<file path="src/rtl/regfile_write_arbiter.sv">
// -----------------------------------------------------------------------------
// regfile_write_arbiter
//
// Shares the single write port of the register file between three sources,
// in fixed priority order:
//   1. pipeline writeback (WB)   - never stalled or dropped
//   2. clear sweep               - zeroes registers 0..NREGS-1, one per free slot
//   3. debug/loader port (DBG)   - request/acknowledge handshake
//
// Ports:
//   clk, reset                   clock (rising edge), async active-high reset
//   wb_we, wb_reg, wb_data       writeback request
//   clear_req                    one-cycle pulse that starts a clear sweep
//   dbg_req, dbg_reg, dbg_data   debug write request, held until dbg_ack
//   dbg_ack                      one-cycle pulse, debug write performed
//   busy                         clear sweep in progress (registered)
//   clr_done                     one-cycle pulse, sweep finished (registered)
//   rf_we, rf_waddr, rf_wdata    registered write port to the register file
//
// Every output is registered, so it reflects the grant (or FSM state) of the
// previous rising edge. Register 0 is hard-wired to zero: WB and DBG writes to
// it are granted but issued with rf_we=0; sweep writes to it are issued.
// -----------------------------------------------------------------------------
module regfile_write_arbiter #(
    parameter int NREGS = 32,
    parameter int AW    = 5,
    parameter int DW    = 32
) (
    input  logic          clk,
    input  logic          reset,
    input  logic          wb_we,
    input  logic [AW-1:0] wb_reg,
    input  logic [DW-1:0] wb_data,
    input  logic          clear_req,
    input  logic          dbg_req,
    input  logic [AW-1:0] dbg_reg,
    input  logic [DW-1:0] dbg_data,
    output logic          dbg_ack,
    output logic          busy,
    output logic          clr_done,
    output logic          rf_we,
    output logic [AW-1:0] rf_waddr,
    output logic [DW-1:0] rf_wdata
);

    typedef enum logic [1:0] {
        IDLE  = 2'd0,
        SWEEP = 2'd1,
        DONE  = 2'd2
    } state_t;

    state_t        state_r;
    logic [AW-1:0] idx_r;
    logic          busy_r;
    logic          clr_done_r;
    logic          dbg_ack_r;
    logic          rf_we_r;
    logic [AW-1:0] rf_waddr_r;
    logic [DW-1:0] rf_wdata_r;

    logic          wb_grant_s;
    logic          sweep_grant_s;
    logic          dbg_grant_s;
    logic          last_idx_s;

    // Register 0 is constant zero, so a write to it must not raise rf_we.
    function automatic logic is_writable(input logic [AW-1:0] addr);
        return (addr != {AW{1'b0}});
    endfunction

    // Fixed-priority grant decode: WB > SWEEP > DBG.
    always_comb begin
        wb_grant_s    = 1'b0;
        sweep_grant_s = 1'b0;
        dbg_grant_s   = 1'b0;
        last_idx_s    = 1'b0;
        if (wb_we) begin
            wb_grant_s = 1'b1;
        end else if (state_r == SWEEP) begin
            sweep_grant_s = 1'b1;
        end else if (dbg_req && !clear_req &&
                     ((state_r == IDLE) || (state_r == DONE))) begin
            // A clear request in the same cycle keeps the slot free for the
            // sweep that is about to start.
            dbg_grant_s = 1'b1;
        end else begin
            wb_grant_s = 1'b0;
        end
        last_idx_s = (idx_r == AW'(NREGS - 1));
    end

    // Clear-sweep FSM with its registered busy/clr_done status outputs.
    always_ff @(posedge clk or posedge reset) begin
        if (reset) begin
            state_r    <= IDLE;
            idx_r      <= {AW{1'b0}};
            busy_r     <= 1'b0;
            clr_done_r <= 1'b0;
        end else begin
            // Status outputs trail the state by one cycle, lining busy up
            // with the registered sweep writes on rf_*.
            busy_r     <= (state_r == SWEEP);
            clr_done_r <= (state_r == DONE);
            case (state_r)
                IDLE: begin
                    if (clear_req) begin
                        state_r <= SWEEP;
                        idx_r   <= {AW{1'b0}};
                    end else begin
                        state_r <= IDLE;
                    end
                end
                SWEEP: begin
                    // clear_req is ignored here: no restart, no queueing.
                    if (sweep_grant_s) begin
                        idx_r <= idx_r + AW'(1);
                        if (last_idx_s) begin
                            state_r <= DONE;
                        end else begin
                            state_r <= SWEEP;
                        end
                    end else begin
                        state_r <= SWEEP;
                    end
                end
                DONE: begin
                    state_r <= IDLE;
                end
                default: begin
                    state_r <= IDLE;
                end
            endcase
        end
    end

    // Registered write port and debug acknowledge.
    always_ff @(posedge clk or posedge reset) begin
        if (reset) begin
            rf_we_r    <= 1'b0;
            rf_waddr_r <= {AW{1'b0}};
            rf_wdata_r <= {DW{1'b0}};
            dbg_ack_r  <= 1'b0;
        end else begin
            // The ack follows the grant even when the write itself is
            // suppressed for register 0.
            dbg_ack_r <= dbg_grant_s;
            if (wb_grant_s) begin
                rf_we_r    <= is_writable(wb_reg);
                rf_waddr_r <= wb_reg;
                rf_wdata_r <= wb_data;
            end else if (sweep_grant_s) begin
                rf_we_r    <= 1'b1;
                rf_waddr_r <= idx_r;
                rf_wdata_r <= {DW{1'b0}};
            end else if (dbg_grant_s) begin
                rf_we_r    <= is_writable(dbg_reg);
                rf_waddr_r <= dbg_reg;
                rf_wdata_r <= dbg_data;
            end else begin
                // No grant: address and data hold their last values.
                rf_we_r <= 1'b0;
            end
        end
    end

    assign dbg_ack  = dbg_ack_r;
    assign busy     = busy_r;
    assign clr_done = clr_done_r;
    assign rf_we    = rf_we_r;
    assign rf_waddr = rf_waddr_r;
    assign rf_wdata = rf_wdata_r;

endmodule
</file>
<file path="config.mk">
export PLATFORM = sky130hd
export DESIGN_NAME = regfile_write_arbiter
export DESIGN_NICKNAME = d
export VERILOG_FILES = /design/src/rtl/regfile_write_arbiter.sv
export SDC_FILE = /design/constraint.sdc
export NUM_CORES = 1
export LEC_CHECK = 0
export BUFFER_PORTS_ARGS = -buffer_cell sky130_fd_sc_hd__buf_2
export CAP_MARGIN = 10
export CORE_ASPECT_RATIO = 0.75
export CORE_MARGIN = 5
export CORE_UTILIZATION = 50
export CTS_CLUSTER_SIZE = 14
export DETAILED_ROUTE_END_ITERATION = 10
export PLACE_DENSITY_LB_ADDON = 0.12
export SETUP_SLACK_MARGIN = 0.3
export SYNTH_ARGS = -nofsm -noshare
export SYNTH_HDL_FRONTEND = slang
export SYNTH_SLANG_ARGS = --single-unit
</file>
<file path="constraint.sdc">
create_clock -name clk -period 3.86 [get_ports clk]
set_input_delay 0.772 -clock clk [delete_from_list [all_inputs] [get_ports clk]]
set_output_delay 0.772 -clock clk [all_outputs]
set_load 0.01 [all_outputs]
</file>
==> results of run 1 <==
==> cell families (layout without fill, tap and decap cells) <==
family,after synthesis,count (layout),share of synthesized area
and+or+nand+nor,88,88,0.187
AOI/OAI and AO/OA,54,54,0.124
DFF,48,48,0.472
muxes,37,37,0.162
buffers and inverters,20,131,0.0457
adders and majority gates,2,2,0.00983
==> worst register-to-register path, stage by stage (launching register included) <==
cell	delay, ns
sky130_fd_sc_hd__dfrtp_1	0.53
sky130_fd_sc_hd__nand2b_4	0.17
sky130_fd_sc_hd__inv_1	0.42
sky130_fd_sc_hd__nor3_4	0.92
sky130_fd_sc_hd__buf_12	0.24
sky130_fd_sc_hd__mux2_2	0.34
==> cells in the mapped netlist (3+ instances only) <==
master	instances
sky130_fd_sc_hd__nand2_1	38
sky130_fd_sc_hd__buf_2	3
sky130_fd_sc_hd__mux2i_1	4
sky130_fd_sc_hd__nor2_1	4
sky130_fd_sc_hd__inv_1	3
sky130_fd_sc_hd__a211oi_1	3
sky130_fd_sc_hd__buf_6	5
sky130_fd_sc_hd__a22oi_1	3
sky130_fd_sc_hd__nand2b_1	32
sky130_fd_sc_hd__a22o_1	5
sky130_fd_sc_hd__o21ai_0	37
sky130_fd_sc_hd__dfrtp_1	48
sky130_fd_sc_hd__clkbuf_1	8
sky130_fd_sc_hd__mux2_2	31
==> final cells by class <==
| cell class | count | area [µm²] |
|---|---|---|
| Clock inverter | 1 | 5.00 |
| Multi-Input combinational cell | 181 | 1230 |
| Inverter | 3 | 11.3 |
| Timing Repair Buffer | 121 | 623 |
| Fill cell | 414 | 1710 |
| Clock buffer | 6 | 72.6 |
| Sequential cell | 48 | 1200 |
| Tap cell | 60 | 75.1 |
==> per-stage QoR <==
| step | hold WS, ns | cells | utilization |
|---|---|---|---|
| floorplan | 0.504 | 249 | - |
| global placement | 0.481 | 413 | 0.637 |
| detailed placement | 0.489 | 413 | 0.637 |
| CTS | 0.508 | 420 | 0.653 |
| global route | 0.524 | 420 | 0.653 |
| finish | 0.504 | 420 | 0.653 |
==> power by group <==
group | switching (mW) | internal (mW)
sequential | 0.0551 | 0.571
combinational | 0.151 | 0.156
clock | 0.154 | 0.123
total | 0.361 | 0.850
==> flip-flops by register name, indices dropped and copies added, names as in the netlist <==
signal,flops
dbg_ack,1
clr_done,1
rf_wdata,32
state_r,2
idx_r,5
busy,1
rf_waddr,5
rf_we,1
==> worst max path at each step <==
stage | endpoint | slack, ns | cells past startpoint
final | rf_wdata[12] | 1.13 | 5
after global routing | rf_wdata[12] | 0.88 | 5
after CTS | rf_wdata[12] | 1.08 | 5
after detailed placement | rf_wdata[12] | 1.08 | 5
after global placement | rf_wdata[21] | 1.15 | 5
after floorplan | busy | 1.94 | 1
==> per-layer routing <==
layer	GRT usage	vias up
li1	-	1085
met1	0.248	966
met2	0.277	77
met3	0.0535	5
met4	0.0478	0
met5	0	-
==> cells in the final DEF (no fill, tap or decap), drive strengths merged <==
| master | instances |
|---|---|
| nor3b | 1 |
| nand4b | 1 |
| or4 | 1 |
| buf | 121 |
| a22o | 5 |
| o311ai | 1 |
| o22ai | 1 |
| mux2 | 33 |
| dfrtp | 48 |
| o21bai | 1 |
| o2bb2ai | 1 |
| a31oi | 1 |
| a211oi | 3 |
| o21ai | 37 |
| and2 | 1 |
| a21oi | 1 |
| clkbuf | 6 |
| nor3 | 2 |
| and3 | 2 |
| a22oi | 3 |
| nor2b | 1 |
| nand2b | 33 |
| ha | 2 |
| nor2 | 4 |
| inv | 3 |
| clkinv | 1 |
| mux2i | 4 |
| nand2 | 38 |
| nor4 | 2 |
| nand3 | 2 |
==> out/qor.tcl, run 1 <==
set qor(critical_path.max_fanout) 39
set qor(worst_slack_ns) 1.13
set qor(synth.area.top_cells) {sky130_fd_sc_hd__dfrtp_1 47%, sky130_fd_sc_hd__mux2_2 14%, sky130_fd_sc_hd__nand2b_1 7.9%, sky130_fd_sc_hd__o21ai_0 7.3%, sky130_fd_sc_hd__nand2_1 5.6%}
set qor(ys_seq_elements) 48
set qor(die_h_um) 71.8
set qor(finalWirelength_um) 5860
set qor(setup_total_negative_slack_ns) 0
set qor(share_of_the_synthesized_area_in_the_top_cell_type) 0.472
set qor(num_rows) 22
set qor(hpwl_um) 4380
set qor(clk_root_buffer_cell) {sky130_fd_sc_hd__clkbuf_8}
set qor(chip_width_um) 92.4
set qor(totalPowerFinal_mw) 1.21
set qor(finalCritPeriodShare) 0.708
set qor(synthesis.nets) 330
set qor(worst_ep_required_time_ns) 4.04
set qor(postRouteAntennaNets) 0
set qor(setup_fix_buffers_added_after_clock_tree_synthesis) 0
set qor(cp_slowest_stage_delay_ns) 0.89
set qor(crit_slowest_cell) {sky130_fd_sc_hd__nor3_4}
set qor(detailedPlace.worstSlack_ns) 1.08
set qor(met2_routed_wirelength_um) 2600
set qor(fmax_mhz) 366
set qor(track_usage) 0.180
set qor(ys.flop_type) {sky130_fd_sc_hd__dfrtp_1}
set qor(synth_cell_types) 34
set qor(synthesis.instances) 249
set qor(max-clock-path-buffers) 2
set qor(whs_endpoint) {rf_wdata[21]}
set qor(grt_setup_unrepaired) {false}
set qor(stdcell_area_um2) 3220
set qor(hold_viol_final) 0
set qor(grt_start_max_net_pins) 80
set qor(r2r-end) {rf_wdata[12]}
set qor(gp_congestion) 0.793
set qor(power_leakage_nw) 1.63
set qor(worst_ep_arrival_time_ns) 2.91
set qor(worst_setup_hold_path_clk_slew_ns) 0.08
set qor(min-delay-path-class) {reg -> reg}
set qor(reg2reg_setup_slack_ns) 1.13
set qor(status) {completed}
set qor(clock_tree.htree_level_count) 2
set qor(synth_area_leader_cell) {sky130_fd_sc_hd__dfrtp_1}
set qor(drive_above_1_share) 0.450
set qor(regToRegStartpoint) {state_r[0]}
set qor(relSlewSlack) 0.335
set qor(timing.critical_path.from_type) {flip-flop}
set qor(final_net_count) 441
set qor(detailedRoute.firstPassIterationCount) 4
set qor(wl_met3_um) 450
set qor(wl_met1_um) 2770
set qor(drt-vias-per-instance) 5.08
set qor(criticalPathCategory) {reg -> reg}
set qor(number_of_enable_type_register_cells_in_the_synthesized_netlist) 0
set qor(dieArea_um2) 6630
set qor(cts-buffers-inserted) 5
set qor(crit_path_end_kind) {flip-flop}
set qor(hold_start) {rf_wdata[21]}
set qor(vdd_drop_max_uv) 163
set qor(holdBufCountCts) 0
set qor(critPathTopFamily) {simple AND/OR/NAND/NOR gates}
set qor(power_density_nw_per_um2) 376
set qor(netlist_area_um2) 2550
set qor(vias) 2133
set qor(total_i_o_pin_count) 120
set qor(slew_viol_final) 0
set qor(cts_resized) 0
set qor(placed_area_um2) 3140
set qor(post_synth.cell_area_avg_um2) 10.2
set qor(synth-seq-area-share) 0.472
set qor(hold_depth) 1
set qor(worstRegToRegCells) 5
set qor(core_region_area_um2) 4930
set qor(max_slew.worst_pin.slew_ns) 0.997
set qor(max_cap_viol_count) 0
set qor(first_global_vias) 2096
set qor(cts_tree) {built}
set qor(grt_remaining_overflow) 0
set qor(path_buf_inv) 2
set qor(grt_first_pass_wirelength_um) 9670
set qor(worst_clock_skew_ns) 0.00571
set qor(start_util) 0.517
set qor(routed.top_layer) {met4}
set qor(area_added_between_synthesis_and_finish_pct) 26.3
set qor(synth.yosys.warnings) 0
set qor(timing.critical_path.cells) {nand2b_4, inv_1, nor3_4, buf_12, mux2_2}
set qor(clk_latency_ns) 0.29
set qor(clock_sinks) 48
set qor(period_needed_ns) 2.73
set qor(worst_setup_path_startpoint) {state_r[0]}
set qor(route.detailed.wl_per_inst_um) 13.9
set qor(setup_viol_count_final) 0
set qor(initial_antenna_violation_count) 0
set qor(buffer_ports.inserted) 119
set qor(drtIter0Drc) 54
set qor(route.detailed.drc) 0
set qor(asyncSetResetFlopFracSynth) 1.00
set qor(antenna_cells_inserted) 0
Note: power is estimated with default switching activity, not from simulation.
==> inputs of run 2 (changes only) <==
--- a/config.mk
+++ b/config.mk
@@ -9,7 +9,7 @@
 export CAP_MARGIN = 10
 export CORE_ASPECT_RATIO = 0.75
 export CORE_MARGIN = 5
-export CORE_UTILIZATION = 50
+export CORE_UTILIZATION = 42
 export CTS_CLUSTER_SIZE = 14
 export DETAILED_ROUTE_END_ITERATION = 10
 export PLACE_DENSITY_LB_ADDON = 0.12
==> constraint.sdc (replaced) <==
create_clock -name clk -period 2.46 [get_ports clk]
set_input_delay 0.492 -clock clk [delete_from_list [all_inputs] [get_ports clk]]
set_output_delay 0.492 -clock clk [all_outputs]
set_load 0.01 [all_outputs]
==> run 2 against run 1 <==
Compared with the run above: largest power group unchanged; critical endpoint is now rf_wdata[0]; worst setup slack got worse by 0.34 ns; final cell count up 5.7%; first-iteration DRC count is 24% higher.
==> out/qor.tcl, run 2 (same netlist as run 1, synthesis figures left out) <==
set qor(core_region_area_um2) 5860 ;# +19%
set qor(status) {completed}
set qor(clock_power_share) 0.227 ;# -0.002
set qor(total_i_o_pin_count) 120 ;# unchanged
set qor(relSlewSlack) 0.584 ;# +0.249
set qor(die_h_um) 77.4 ;# +7.8%
set qor(cts_tree) {built}
set qor(vias) 2156 ;# +1.1%
set qor(dieArea_um2) 7740 ;# +17%
set qor(num-fill-cells) 544 ;# +31%
set qor(setup_viol_count_final) 0 ;# unchanged
set qor(mostFrequentLayoutCell) {sky130_fd_sc_hd__buf_2}
set qor(period_needed_ns) 1.67 ;# -1.06 ns
set qor(antenna_cells_inserted) 0 ;# unchanged
set qor(switchingPower_mw) 0.569 ;# +58%
set qor(finalWirelength_um) 6150 ;# +5.0%
set qor(slew_viol_final) 0 ;# unchanged
set qor(drive_above_1_share) 0.459 ;# +0.00902
set qor(placed_area_um2) 3190 ;# +1.5%
set qor(placed_cell_count) 436 ;# +5.6%
set qor(stdcell_area_um2) 3270 ;# +1.7%
set qor(drtIter0Drc) 67 ;# +24%
set qor(regToRegStartpoint) {state_r[0]}
set qor(postRouteAntennaNets) 0 ;# unchanged
set qor(grt_setup_unrepaired) {false}
set qor(route.detailed.wl_per_inst_um) 13.9 ;# -0.66%
set qor(hpwl_um) 4620 ;# +5.4%
set qor(worst_setup_hold_path_clk_slew_ns) 0.08 ;# about the same
set qor(num_rows) 24 ;# +9.1%
set qor(p_comb_frac) 0.259 ;# +0.005
set qor(drt-vias-per-instance) 4.86 ;# -4.4%
set qor(power_leakage_nw) 1.65 ;# +1.6%
set qor(grt_remaining_overflow) 0 ;# unchanged
set qor(criticalPathCategory) {reg -> reg}
set qor(chip_width_um) 99.9 ;# +8.1%
set qor(final_net_count) 447 ;# +1.4%
set qor(max_slew.worst_pin.slew_ns) 0.624 ;# -0.373 ns
set qor(clk_latency_ns) 0.29 ;# about the same
set qor(max-clock-path-buffers) 2 ;# unchanged
set qor(worst_ep_required_time_ns) 2.64 ;# -1.40 ns
set qor(reg2reg_setup_slack_ns) 0.79 ;# -0.34 ns
set qor(first_global_vias) 2234 ;# +6.6%
set qor(post_layout_nonfiller_instances) 444 ;# +5.7%
set qor(seq_power_share) 0.514 ;# -0.003
set qor(clock_tree.htree_level_count) 2 ;# unchanged
set qor(worstRegToRegCells) 4 ;# -1
set qor(min-delay-path-class) {in -> async}
set qor(route.detailed.drc) 0 ;# unchanged
set qor(max_cap_viol_count) 0 ;# unchanged
set qor(fmax_mhz) 598 ;# +64%
set qor(area_added_between_synthesis_and_finish_pct) 28.5
set qor(holdBufCountCts) 0 ;# unchanged
set qor(critical_path.max_fanout) 17 ;# -56%
set qor(initial_antenna_violation_count) 0 ;# unchanged
set qor(clk_root_buffer_cell) {sky130_fd_sc_hd__clkbuf_8}
set qor(cellInternalPower_mw) 1.34 ;# +58%
set qor(grt_first_pass_wirelength_um) 10400 ;# +7.4%
set qor(finalCritPeriodShare) 0.680 ;# -0.0287
set qor(setup_total_negative_slack_ns) 0 ;# unchanged
set qor(area.sequential_um2) 1200 ;# unchanged
set qor(power_density_nw_per_um2) 584 ;# +55%
set qor(grt_start_max_net_pins) 80 ;# unchanged
set qor(timing.critical_path.from_type) {flip-flop}
set qor(hold_viol_final) 0 ;# unchanged
set qor(p_sw_frac) 0.298 ;# about the same
set qor(worst_ep_arrival_time_ns) 1.85 ;# -1.06 ns
set qor(detailedRoute.firstPassIterationCount) 4 ;# unchanged
set qor(crit_path_end_kind) {flip-flop}
set qor(worst_clock_skew_ns) 0.00288 ;# -0.00283 ns
set qor(vdd_drop_max_uv) 207 ;# +27%
set qor(r2r-end) {rf_wdata[0]}
set qor(largest_register_ff_count) 32 ;# unchanged
set qor(buffer_ports.inserted) 119 ;# unchanged
set qor(cts-buffers-inserted) 5 ;# unchanged
set qor(start_util) 0.435 ;# -0.0819
set qor(layout.cells.most_common_list) {119 x sky130_fd_sc_hd__buf_2, 48 x sky130_fd_sc_hd__dfrtp_1, 38 x sky130_fd_sc_hd__nand2_1}
set qor(gp_congestion) 0.738 ;# -6.9%
set qor(multiInputGateArea_um2) 1230 ;# unchanged
set qor(track_usage) 0.164 ;# -0.0160
set qor(clock_sinks) 48 ;# unchanged
==> run 2: stage by stage <==
step	util	hold slack [ns]	power, mW	setup slack (ns)
2_1_floorplan	-	0.504	1.29	0.780
3_3_place_gp	0.544	0.480	1.48	0.163
3_5_place_dp	0.544	0.485	1.50	0.109
4_1_cts	0.559	0.227	1.94	0.758
5_1_grt	0.559	0.262	2.04	0.682
6_report	0.559	0.219	1.91	0.788
==> run 2: worst max-delay path, stage by stage, from the launching register on <==
cell                      delay, ns
sky130_fd_sc_hd__dfrtp_1       0.47
sky130_fd_sc_hd__nor3b_4       0.47
sky130_fd_sc_hd__nor3_4        0.07
sky130_fd_sc_hd__buf_4         0.22
sky130_fd_sc_hd__mux2_1        0.33
==> run 2: how the worst max path moves through the flow <==
stage / startpoint / end / depth (start not counted)
floorplan: state_r[0] / rf_wdata[10] / 7
global route: wb_we / rf_we / 5
global placement: dbg_req / rf_wdata[17] / 5
detailed placement: dbg_req / rf_wdata[8] / 5
CTS: state_r[0] / rf_wdata[0] / 4
finish: state_r[0] / rf_wdata[0] / 4
==> run 2: per-layer routing <==
layer,vias to the layer above,global-route usage,routed length (µm)
met5,-,0,0
met4,0,0.0409,48
met3,5,0.0556,630
met2,91,0.250,2660
met1,972,0.223,2810
li1,1088,-,-
==> run 2: what timing repair did <==
| action | CTS | global route |
|---|---|---|
| endpoints found under the setup margin | 15 | 0 |
| buffers inserted | 1 | 0 |
| gates resized for setup | 0 | 0 |
==> run 2: power groups by stage <==
stage,sequential [mW],clock [mW],combinational [mW]
floorplan,1.01,0,0.278
global placement,0.993,0,0.492
detailed placement,0.995,0,0.501
CTS,0.981,0.453,0.504
global route,0.998,0.481,0.557
finish,0.982,0.434,0.494
==> run 2: cell type report <==
cell class / count / share of cell area
clock buffers: 6 / 0.0222
flip-flops and latches: 48 / 0.367
well taps: 78 / 0.0298
inverters: 3 / 0.00344
clock inverters: 1 / 0.00153
repair buffers: 127 / 0.200
multi-input cells: 181 / 0.376
